**src/rtl/uart_rx_cmd_ctrl.sv**
```systemverilog
// rtl/uart_rx_cmd_ctrl.sv - UART command decoder driving register-file writes/reads and receiver config.
// Optional RX_CFG_CMD_EN enables the 0xCC receiver-configuration command.
module uart_rx_cmd_ctrl (
  input  logic       CLK,
  input  logic       Reset,
  input  logic [7:0] RX_P_Data,
  input  logic       RX_Data_valid,
  input  logic       RX_Parity_error,
  input  logic       RX_stop_error,
  output logic [4:0] Prescale,
  output logic       Parity_EN,
  output logic       Parity_type,
  output logic [3:0] RF_Address,
  output logic [7:0] RF_WrData,
  output logic       RF_WrEn,
  output logic       RF_RdEn,
  input  logic [7:0] RF_RdData,
  input  logic       RF_RdData_valid,
  output logic [7:0] TX_P_Data,
  output logic       TX_Data_valid,
  input  logic       TX_busy,
  output logic [7:0] Err_count
);

  typedef enum logic [2:0] {
    IDLE, WR_ADDR, WR_DATA, RD_ADDR, RD_WAIT, TX_SEND
`ifdef RX_CFG_CMD_EN
    , CFG_DATA
`endif
  } state_t;

  state_t     state_q, state_d;
  logic [3:0] addr_q, addr_d;
  logic [7:0] wr_data_q, wr_data_d;
  logic       wr_en_q, wr_en_d;
  logic       rd_en_q, rd_en_d;
  logic [7:0] tx_data_q, tx_data_d;
  logic       tx_valid_q, tx_valid_d;
  logic [7:0] err_q, err_d;
  logic [3:0] tmo_q, tmo_d;
  logic       err_inc;
  logic       rx_ok, rx_bad;

  assign rx_ok  = RX_Data_valid && !RX_Parity_error && !RX_stop_error;
  assign rx_bad = RX_Data_valid && (RX_Parity_error || RX_stop_error);

`ifdef RX_CFG_CMD_EN
  logic [4:0] prescale_q, prescale_d;
  logic       par_en_q, par_en_d;
  logic       par_type_q, par_type_d;
`endif

  always_comb begin
    state_d    = state_q;
    addr_d     = addr_q;
    wr_data_d  = wr_data_q;
    tx_data_d  = tx_data_q;
    tmo_d      = tmo_q;
    wr_en_d    = 1'b0;
    rd_en_d    = 1'b0;
    tx_valid_d = 1'b0;
    err_inc    = 1'b0;
`ifdef RX_CFG_CMD_EN
    prescale_d = prescale_q;
    par_en_d   = par_en_q;
    par_type_d = par_type_q;
`endif
    case (state_q)
      IDLE: begin
        if (rx_bad) err_inc = 1'b1;
        else if (rx_ok) begin
          case (RX_P_Data)
            8'hAA:   state_d = WR_ADDR;
            8'hBB:   state_d = RD_ADDR;
`ifdef RX_CFG_CMD_EN
            8'hCC:   state_d = CFG_DATA;
`endif
            default: state_d = IDLE;
          endcase
        end
      end
      WR_ADDR: begin
        if (rx_bad) begin err_inc = 1'b1; state_d = IDLE; end
        else if (rx_ok) begin addr_d = RX_P_Data[3:0]; state_d = WR_DATA; end
      end
      WR_DATA: begin
        if (rx_bad) begin err_inc = 1'b1; state_d = IDLE; end
        else if (rx_ok) begin
          wr_data_d = RX_P_Data;
          wr_en_d   = 1'b1;
          state_d   = IDLE;
        end
      end
      RD_ADDR: begin
        if (rx_bad) begin err_inc = 1'b1; state_d = IDLE; end
        else if (rx_ok) begin
          addr_d  = RX_P_Data[3:0];
          rd_en_d = 1'b1;
          tmo_d   = 4'd0;
          state_d = RD_WAIT;
        end
      end
      RD_WAIT: begin
        // Bytes arriving while a read is outstanding are dropped, good or bad.
        if (RX_Data_valid) err_inc = 1'b1;
        if (RF_RdData_valid) begin
          tx_data_d = RF_RdData;
          state_d   = TX_SEND;
        end else if (tmo_q == 4'd14) begin
          err_inc = 1'b1;
          state_d = IDLE;
        end else begin
          tmo_d = tmo_q + 4'd1;
        end
      end
      TX_SEND: begin
        if (RX_Data_valid) err_inc = 1'b1;
        if (!TX_busy) begin
          tx_valid_d = 1'b1;
          state_d    = IDLE;
        end
      end
`ifdef RX_CFG_CMD_EN
      CFG_DATA: begin
        if (rx_bad) begin err_inc = 1'b1; state_d = IDLE; end
        else if (rx_ok) begin
          // A 32x prescale cannot be encoded in five bits, so only 8 and 16 are accepted.
          if (RX_P_Data[4:0] == 5'd8 || RX_P_Data[4:0] == 5'd16) begin
            prescale_d = RX_P_Data[4:0];
            par_en_d   = RX_P_Data[5];
            par_type_d = RX_P_Data[6];
          end else begin
            err_inc = 1'b1;
          end
          state_d = IDLE;
        end
      end
`endif
      default: state_d = IDLE;
    endcase
    err_d = (err_inc && err_q != 8'hFF) ? err_q + 8'd1 : err_q;
  end

  always_ff @(posedge CLK or posedge Reset) begin
    if (Reset) begin
      state_q    <= IDLE;
      addr_q     <= 4'd0;
      wr_data_q  <= 8'd0;
      wr_en_q    <= 1'b0;
      rd_en_q    <= 1'b0;
      tx_data_q  <= 8'd0;
      tx_valid_q <= 1'b0;
      err_q      <= 8'd0;
      tmo_q      <= 4'd0;
    end else begin
      state_q    <= state_d;
      addr_q     <= addr_d;
      wr_data_q  <= wr_data_d;
      wr_en_q    <= wr_en_d;
      rd_en_q    <= rd_en_d;
      tx_data_q  <= tx_data_d;
      tx_valid_q <= tx_valid_d;
      err_q      <= err_d;
      tmo_q      <= tmo_d;
    end
  end

`ifdef RX_CFG_CMD_EN
  always_ff @(posedge CLK or posedge Reset) begin
    if (Reset) begin
      prescale_q <= 5'd8;
      par_en_q   <= 1'b1;
      par_type_q <= 1'b0;
    end else begin
      prescale_q <= prescale_d;
      par_en_q   <= par_en_d;
      par_type_q <= par_type_d;
    end
  end

  assign Prescale    = prescale_q;
  assign Parity_EN   = par_en_q;
  assign Parity_type = par_type_q;
`else
  assign Prescale    = 5'd8;
  assign Parity_EN   = 1'b1;
  assign Parity_type = 1'b0;
`endif

  assign RF_Address    = addr_q;
  assign RF_WrData     = wr_data_q;
  assign RF_WrEn       = wr_en_q;
  assign RF_RdEn       = rd_en_q;
  assign TX_P_Data     = tx_data_q;
  assign TX_Data_valid = tx_valid_q;
  assign Err_count     = err_q;

endmodule
```
**config.mk**
```make
export PLATFORM = sky130hd
export DESIGN_NAME = uart_rx_cmd_ctrl
export DESIGN_NICKNAME = d
export VERILOG_FILES = /design/src/rtl/uart_rx_cmd_ctrl.sv
export SDC_FILE = /design/constraint.sdc
export NUM_CORES = 1
export LEC_CHECK = 0
export ABC_AREA = 1
export CORE_MARGIN = 8
export CORE_UTILIZATION = 35
export CTS_BUF_LIST = sky130_fd_sc_hd__clkbuf_4 sky130_fd_sc_hd__clkbuf_8 sky130_fd_sc_hd__clkbuf_16
export CTS_CLUSTER_DIAMETER = 40
export DETAILED_ROUTE_END_ITERATION = 10
export PLACE_DENSITY = 0.68
export SYNTH_ARGS = -nofsm -noshare
export SYNTH_HDL_FRONTEND = slang
export SYNTH_SLANG_ARGS = --single-unit
```
**constraint.sdc**
```tcl
create_clock -name CLK -period 1.55 [get_ports CLK]
set_input_delay 0.465 -clock CLK [delete_from_list [all_inputs] [get_ports CLK]]
set_output_delay 0.465 -clock CLK [all_outputs]
set_load 0.1 [all_outputs]
```
==> metrics.csv, run 1 <==
stage,metric,value,unit
timing,fin. max-slew vios,0,
layout,Post-Layout Cell Count,412,
power_and_ir_drop,sw power,1.441,mW
power_and_ir_drop,Total Power,3.620,mW
power_and_ir_drop,Peak VDD IR,1.301,mV
drt,final wirelength,5137,um
yosys,simple-gate share of the synthesized area,0.3620,
floorplan,FP Rows,28,
drt,DR vias/cell,4.425,
floorplan,Die Y-Extent,92.34,um
layout,Fill cells,507,
placed_design,I/O Buffers,53,
timing,Hold WS,524.8,ps
placed_design,Final Wtd Congestion,0.8161,
power_and_ir_drop,Power Dens Cells,1106,mW/mm^2
timing,Max Freq,0.6504,GHz
yosys,Synth Area in Compound Gates,0.03067,
layout,Syn-to-layout area delta,60.43,%
grt,total grt overflow,0,
yosys,xor/xnor cell area share of the yosys netlist,0.02147,
job,max cap viols,0,
yosys,area share of the largest cell type after synthesis,0.4663,
floorplan,I/O Pins,61,
clock_network,H-tree levels,2,
timing,period utilization,0.9920,
critical_path,Worst EP required,1080,ps
yosys,distinct cell type count after synthesis,25,
grt,number of antenna violations at the first check in global routing,0,
power_and_ir_drop,internal power,2.179,mW
critical_path,R2R depth,8,
drt,WL per Instance,12.47,um
layout,n_diodes,0,
critical_path,critical setup path kind,register to output pin,
hold_path,HP Class,primary input to async pin,
placed_design,Inst Count DP,399,
clock_network,clk sinks,38,
layout,register area,965.9,um^2
power_and_ir_drop,switching share of total power,0.3981,
layout,"commonest non-fill, non-tap cells in the layout","nand2_1 (95), buf_12 (32), dfrtp_1 (30), nand3_1 (26), inv_1 (25)",
placed_design,pre-CTS WS,-291.3,ps
drt,Starting DRT DRC Count,76,
power_and_ir_drop,Comb pwr share,0.422,
yosys,ranking of synthesized cells by area,"dfrtp_1 (47%), nand2_1 (18%), nand3_1 (6.6%), inv_1 (5.0%), nand2_4 (3.3%)",
yosys,Synth Cell Area,0.002039,mm^2
grt,first-pass GRT wire length,8776,um
yosys,#FFs+latches synth,38,
grt,largest net degree at the start of global routing,39,
clock_network,# hold bufs at CTS,0,
timing,Final Skew,5.561,ps
placed_design,HPWL after detailed placement,3867,um
floorplan,Die Area,0.008526,mm^2
clock_network,CTS Buf Count,5,
outcome,status,finished clean,
timing,Finish-stage setup viols,0,
layout,layout cells sized above 1,0.2878,
drt,Via Count,1823,
drt,DR pass1 iterations,4,
yosys,Synth area leader,dfrtp_1,
yosys,register area share after synthesis,0.4663,
grt,GRT Resource Usage Total,0.1257,
yosys,Cells after Synth,261,
yosys,largest family of logic cells by synthesized area,simple AND/OR/NAND/NOR gates,
critical_path,arrival time at the worst endpoint,1070,ps
grt,vias in the first global route,1893,
yosys,synthesized area per cell,7.814,um^2
floorplan,Core Region,0.005781,mm^2
timing,RSZ-0062 raised after global routing,yes,
drt,DR DRC count,0,
clock_network,TritonCTS clock tree,built,
critical_path,"critical path fanouts, max",2,
critical_path,startpoint types,register,
critical_path,Setup crit end kind,output pin,
yosys,Synth Area in Adders,0.01840,
power_and_ir_drop,Clk pwr share,0.236,
power_and_ir_drop,leakage power,1.660,nW
timing,"Hold Vio Cnt, Final",0,
floorplan,initial cell density of the core,0.3528,
clock_network,"CTS clk-pin slew, worst paths",70,ps
layout,Multi-input gate area,952.2,um^2
timing,Final min period,1538,ps
clock_network,deepest clock path buffer count,2,
yosys,Yosys warnings,0,
power_and_ir_drop,Seq pwr share,0.341,
layout,Layout Nets,363,
timing,worst setup margin,12.47,ps
yosys,mux share of post-synthesis cell area,0,
clock_network,CTS root buffer,clkbuf_8,
clock_network,Skew-Pair Late Insertion Delay,290,ps
drt,DRT antenna net count,0,
layout,"most common cell after layout, fill and taps aside",nand2_1,
floorplan,die outline width,92.34,um
power groups by stage:
stage	Combinational [mW]	Sequential (mW)	Clock [mW]
2_1_floorplan	0.305	1.84	0
3_3_place_gp	1.46	1.25	0
3_5_place_dp	1.47	1.25	0
4_1_cts	1.50	1.24	0.881
5_1_grt	1.60	1.25	0.918
6_report	1.53	1.24	0.856
path summary, 6_finish.rpt:
kind	startpoint	endpoint	slack [ps]
max in group asynchronous	Reset	Err_count[0]$_DFFE_PP0P_	810
max	Err_count[1]$_DFFE_PP0P_	Err_count[1]	10
min	Reset	RF_WrData[5]$_DFFE_PP0P_	520
min in group CLK	TX_P_Data[4]$_DFFE_PP0P_	TX_P_Data[4]$_DFFE_PP0P_	540
min reg2reg	TX_P_Data[4]$_DFFE_PP0P_	TX_P_Data[4]$_DFFE_PP0P_	540
max reg2reg	Err_count[0]$_DFFE_PP0P_	Err_count[0]$_DFFE_PP0P_	20
cell families after synthesis:
logic type                 count (synthesis)
DFF                                       38
and+or+nand+nor                          160
AOI/OAI and AO/OA                         11
xor gates and xnor gates                   5
buffers and inverters                     42
adders and majority gates                  3
other                                      2
worst max-delay path: stages, from the launching register on:
cell and delay (ps):
dfrtp_4 500, buf_6 130, buf_12 150
cells in the mapped netlist, drive strengths merged:
| master | number |
|---|---|
| a22oi | 1 |
| buf | 12 |
| conb | 2 |
| dfrtp | 38 |
| ha | 3 |
| inv | 30 |
| nand2 | 107 |
| nand3 | 29 |
| nand3b | 1 |
| nand4 | 4 |
| nor2 | 16 |
| nor3 | 2 |
| o21ai | 10 |
| or2 | 1 |
| xnor2 | 1 |
| xor2 | 4 |
routing by layer:
layer | wire length, um | GRT usage | share of wire | vias up
met1 | 2251 | 0.1483 | 0.44 | 836
met2 | 2539 | 0.2110 | 0.49 | 34
li1 | - | - | - | 947
met4 | 60 | 0.03624 | 0.012 | 0
met3 | 285 | 0.04369 | 0.055 | 6
met5 | 0 | 0 | 0 | -
sequential cells by signal, indices dropped and copies added, names as in the netlist:
| register | count |
|---|---|
| Err_count | 8 |
| RF_Address | 4 |
| RF_RdEn | 1 |
| RF_WrData | 8 |
| RF_WrEn | 1 |
| TX_Data_valid | 1 |
| TX_P_Data | 8 |
| state_q | 3 |
| tmo_q | 4 |
what timing repair did:
item | CTS | global route
pin swaps | 0 | 6
buffers inserted | 1 | 4
gates resized for setup | 2 | 12
hold endpoints to repair | 0 | 0
cloned | 0 | 1
setup endpoints to repair | 2 | 24
cell type report:
| type | count | share of cell area |
|---|---|---|
| Clock buffer | 6 | 0.02524 |
| Multi-Input combinational cell | 187 | 0.2910 |
| Clock inverter | 1 | 0.009178 |
| Sequential cell | 38 | 0.2952 |
| Timing Repair Buffer | 75 | 0.3163 |
| Tap cell | 75 | 0.02868 |
| Inverter | 30 | 0.03442 |
stage by stage:
stage	util	setup TNS (ps)	cell area, um^2
5_1_grt	0.5660	-354.8	3272
3_5_place_dp	0.5323	-6679	3077
3_3_place_gp	0.5323	-5482	3077
6_report	0.5660	0	3272
2_1_floorplan	-	-319.7	2088
4_1_cts	0.5543	0	3204
No activity file was read; power rests on OpenSTA's default activity.
==> inputs of run 2 (changes only) <==
--- a/config.mk
+++ b/config.mk
@@ -6,12 +6,13 @@
 export NUM_CORES = 1
 export LEC_CHECK = 0
 export ABC_AREA = 1
+export ABC_CLOCK_PERIOD_IN_PS = 1550
 export CORE_MARGIN = 8
-export CORE_UTILIZATION = 35
+export CORE_UTILIZATION = 45
 export CTS_BUF_LIST = sky130_fd_sc_hd__clkbuf_4 sky130_fd_sc_hd__clkbuf_8 sky130_fd_sc_hd__clkbuf_16
 export CTS_CLUSTER_DIAMETER = 40
 export DETAILED_ROUTE_END_ITERATION = 10
-export PLACE_DENSITY = 0.68
+export PLACE_DENSITY = 0.77
 export SYNTH_ARGS = -nofsm -noshare
 export SYNTH_HDL_FRONTEND = slang
 export SYNTH_SLANG_ARGS = --single-unit
==> metrics.csv, run 2 (same netlist as run 1, synthesis figures left out) <==
stage,metric,value,unit
power_and_ir_drop,Total Power,3.546,mW
drt,WL per Instance,13.16,um
timing,total negative setup slack,0,ps
drt,Starting DRT DRC Count,58,
critical_path,critical-path cell list,buf_6 -> buf_12,
drt,DR pass1 iterations,4,
grt,vias in the first global route,1968,
critical_path,Setup crit end kind,output pin,
placed_design,Inst Count DP,372,
critical_path,Worst EP required,1080,ps
critical_path,Worst Setup SP,Err_count[0]$_DFFE_PP0P_,
placed_design,I/O Buffers,53,
timing,Final min period,1539,ps
power_and_ir_drop,switching share of total power,0.4080,
critical_path,"Largest stage delay, worst path",490,ps
power_and_ir_drop,internal power,2.099,mW
grt,largest net degree at the start of global routing,39,
grt,GRT Resource Usage Total,0.1503,
placed_design,Final Wtd Congestion,0.8811,
critical_path,"critical path fanouts, max",2,
layout,Layout Nets,356,
critical_path,R2R depth,9,
power_and_ir_drop,Power Dens Cells,1113,mW/mm^2
power_and_ir_drop,Comb pwr share,0.413,
timing,Max Freq,0.6498,GHz
critical_path,Crit Reg-Reg Startpoint,Err_count[0]$_DFFE_PP0P_,
clock_network,deepest clock path buffer count,2,
layout,Syn-to-layout area delta,56.20,%
timing,Final Skew,10.81,ps
floorplan,Die Area,0.006942,mm^2
grt,first-pass GRT wire length,8811,um
clock_network,"CTS clk-pin slew, worst paths",80,ps
clock_network,H-tree levels,2,
critical_path,Worst R2R End,Err_count[5]$_DFFE_PP0P_,
power_and_ir_drop,Seq pwr share,0.353,
power_and_ir_drop,Clk pwr share,0.234,
placed_design,pre-CTS WS,-304.7,ps
timing,period utilization,0.9929,
critical_path,startpoint types,register,
critical_path,critical setup path kind,register to output pin,
hold_path,HP Class,primary input to async pin,
floorplan,FP Rows,24,
timing,Finish-stage setup viols,0,
drt,DR vias/cell,4.901,
outcome,status,finished clean,
drt,final wirelength,5041,um
layout,n_diodes,0,
layout,layout cells sized above 1,0.2689,
clock_network,clk sinks,38,
floorplan,initial cell density of the core,0.4684,
floorplan,Core Region,0.004354,mm^2
timing,fin. max-slew vios,0,
layout,Post-Layout Cell Count,383,
job,max cap viols,0,
layout,"most common cell after layout, fill and taps aside",nand2_1,
layout,"commonest non-fill, non-tap cells in the layout","nand2_1 (96), buf_12 (32), dfrtp_1 (29), nand3_1 (27), inv_1 (26)",
timing,worst setup margin,10.97,ps
grt,number of antenna violations at the first check in global routing,0,
clock_network,CTS root buffer,clkbuf_8,
timing,"Hold Vio Cnt, Final",0,
drt,Via Count,1877,
clock_network,TritonCTS clock tree,built,
critical_path,"slowest stage cell, crit path",dfrtp_4,
placed_design,HPWL after detailed placement,3862,um
critical_path,worst reg2reg setup slack,50,ps
floorplan,die outline width,83.32,um
power_and_ir_drop,Peak VDD IR,1.125,mV
floorplan,Die Y-Extent,83.32,um
timing,RSZ-0062 raised after global routing,yes,
power_and_ir_drop,sw power,1.447,mW
clock_network,Skew-Pair Late Insertion Delay,300,ps
clock_network,CTS Buf Count,5,
power_and_ir_drop,leakage power,1.614,nW
critical_path,CP endpoint,Err_count[0],
critical_path,arrival time at the worst endpoint,1070,ps
grt,total grt overflow,0,
drt,DR DRC count,0,
drt,DRT antenna net count,0,
floorplan,I/O Pins,61,
-- run 2: cell count changes in the layout (fill, tap and decap cells not counted), moves of 2 or more --
| cell | previous run | this run |
|---|---|---|
| clkinv_2 | 0 | 2 |
| dlymetal6s2s_1 | 2 | 0 |
| nand2_2 | 7 | 5 |
| buf_4 | 18 | 12 |
| clkdlybuf4s50_1 | 20 | 22 |
-- run 2: power by group through the flow --
stage               clock (mW)  combinational, mW  sequential [mW]
floorplan                    0              0.305             1.84
global placement             0               1.42             1.26
detailed placement           0               1.43             1.27
CTS                      0.851               1.46             1.25
global route             0.895               1.54             1.27
finish                   0.830               1.46             1.25
-- run 2: area by class of cell --
type	instances	area (um^2)
Clock buffer	5	68.82
Clock inverter	3	40.04
Fill cell	310	1169
Inverter	30	112.6
Multi-Input combinational cell	186	947.2
Sequential cell	38	967.2
Tap cell	52	65.06
Timing Repair Buffer	69	984.7
-- run 2: per-stage QoR --
step | hold WS [ps] | util | instance area (um^2)
final | 506.6 | 0.7316 | 3186
after global routing | 533.0 | 0.7316 | 3186
after CTS | 515.7 | 0.7224 | 3146
after detailed placement | 516.5 | 0.6931 | 3018
after global placement | 516.1 | 0.6931 | 3018
after floorplan | 487.7 | - | 2088
-- run 2: worst max-delay path: cells and delay by family (launching register included) --
family / cells / cell delay (ps)
DFF: 1 / 490
buffers and inverters: 2 / 290
-- run 2: worst min-delay path by stage --
stage                                  start                         to
floorplan               tmo_q[0]$_DFFE_PP0P_       tmo_q[0]$_DFFE_PP0P_
global placement    TX_P_Data[2]$_DFFE_PP0P_   TX_P_Data[2]$_DFFE_PP0P_
detailed placement      tmo_q[3]$_DFFE_PP0P_       tmo_q[3]$_DFFE_PP0P_
CTS                                    Reset   RF_WrData[1]$_DFFE_PP0P_
global route                           Reset   RF_WrData[3]$_DFFE_PP0P_
finish                                 Reset  RF_Address[1]$_DFFE_PP0P_
-- run 2: metal layers --
metal / global-route usage / vias up / share of wire
li1: - / 939 / -
met1: 0.1752 / 880 / 0.43
met2: 0.2475 / 50 / 0.49
met3: 0.05371 / 8 / 0.057
met4: 0.05272 / 0 / 0.017
met5: 0 / - / 0
-- run 2: repair_timing --
| item | CTS | global route |
|---|---|---|
| setup buffers | 2 | 1 |
| endpoints found under the setup margin | 1 | 18 |
| hold buffers | 0 | 0 |
| gates cloned | 0 | 0 |
| pin swaps | 0 | 4 |
| resized for setup | 1 | 10 |
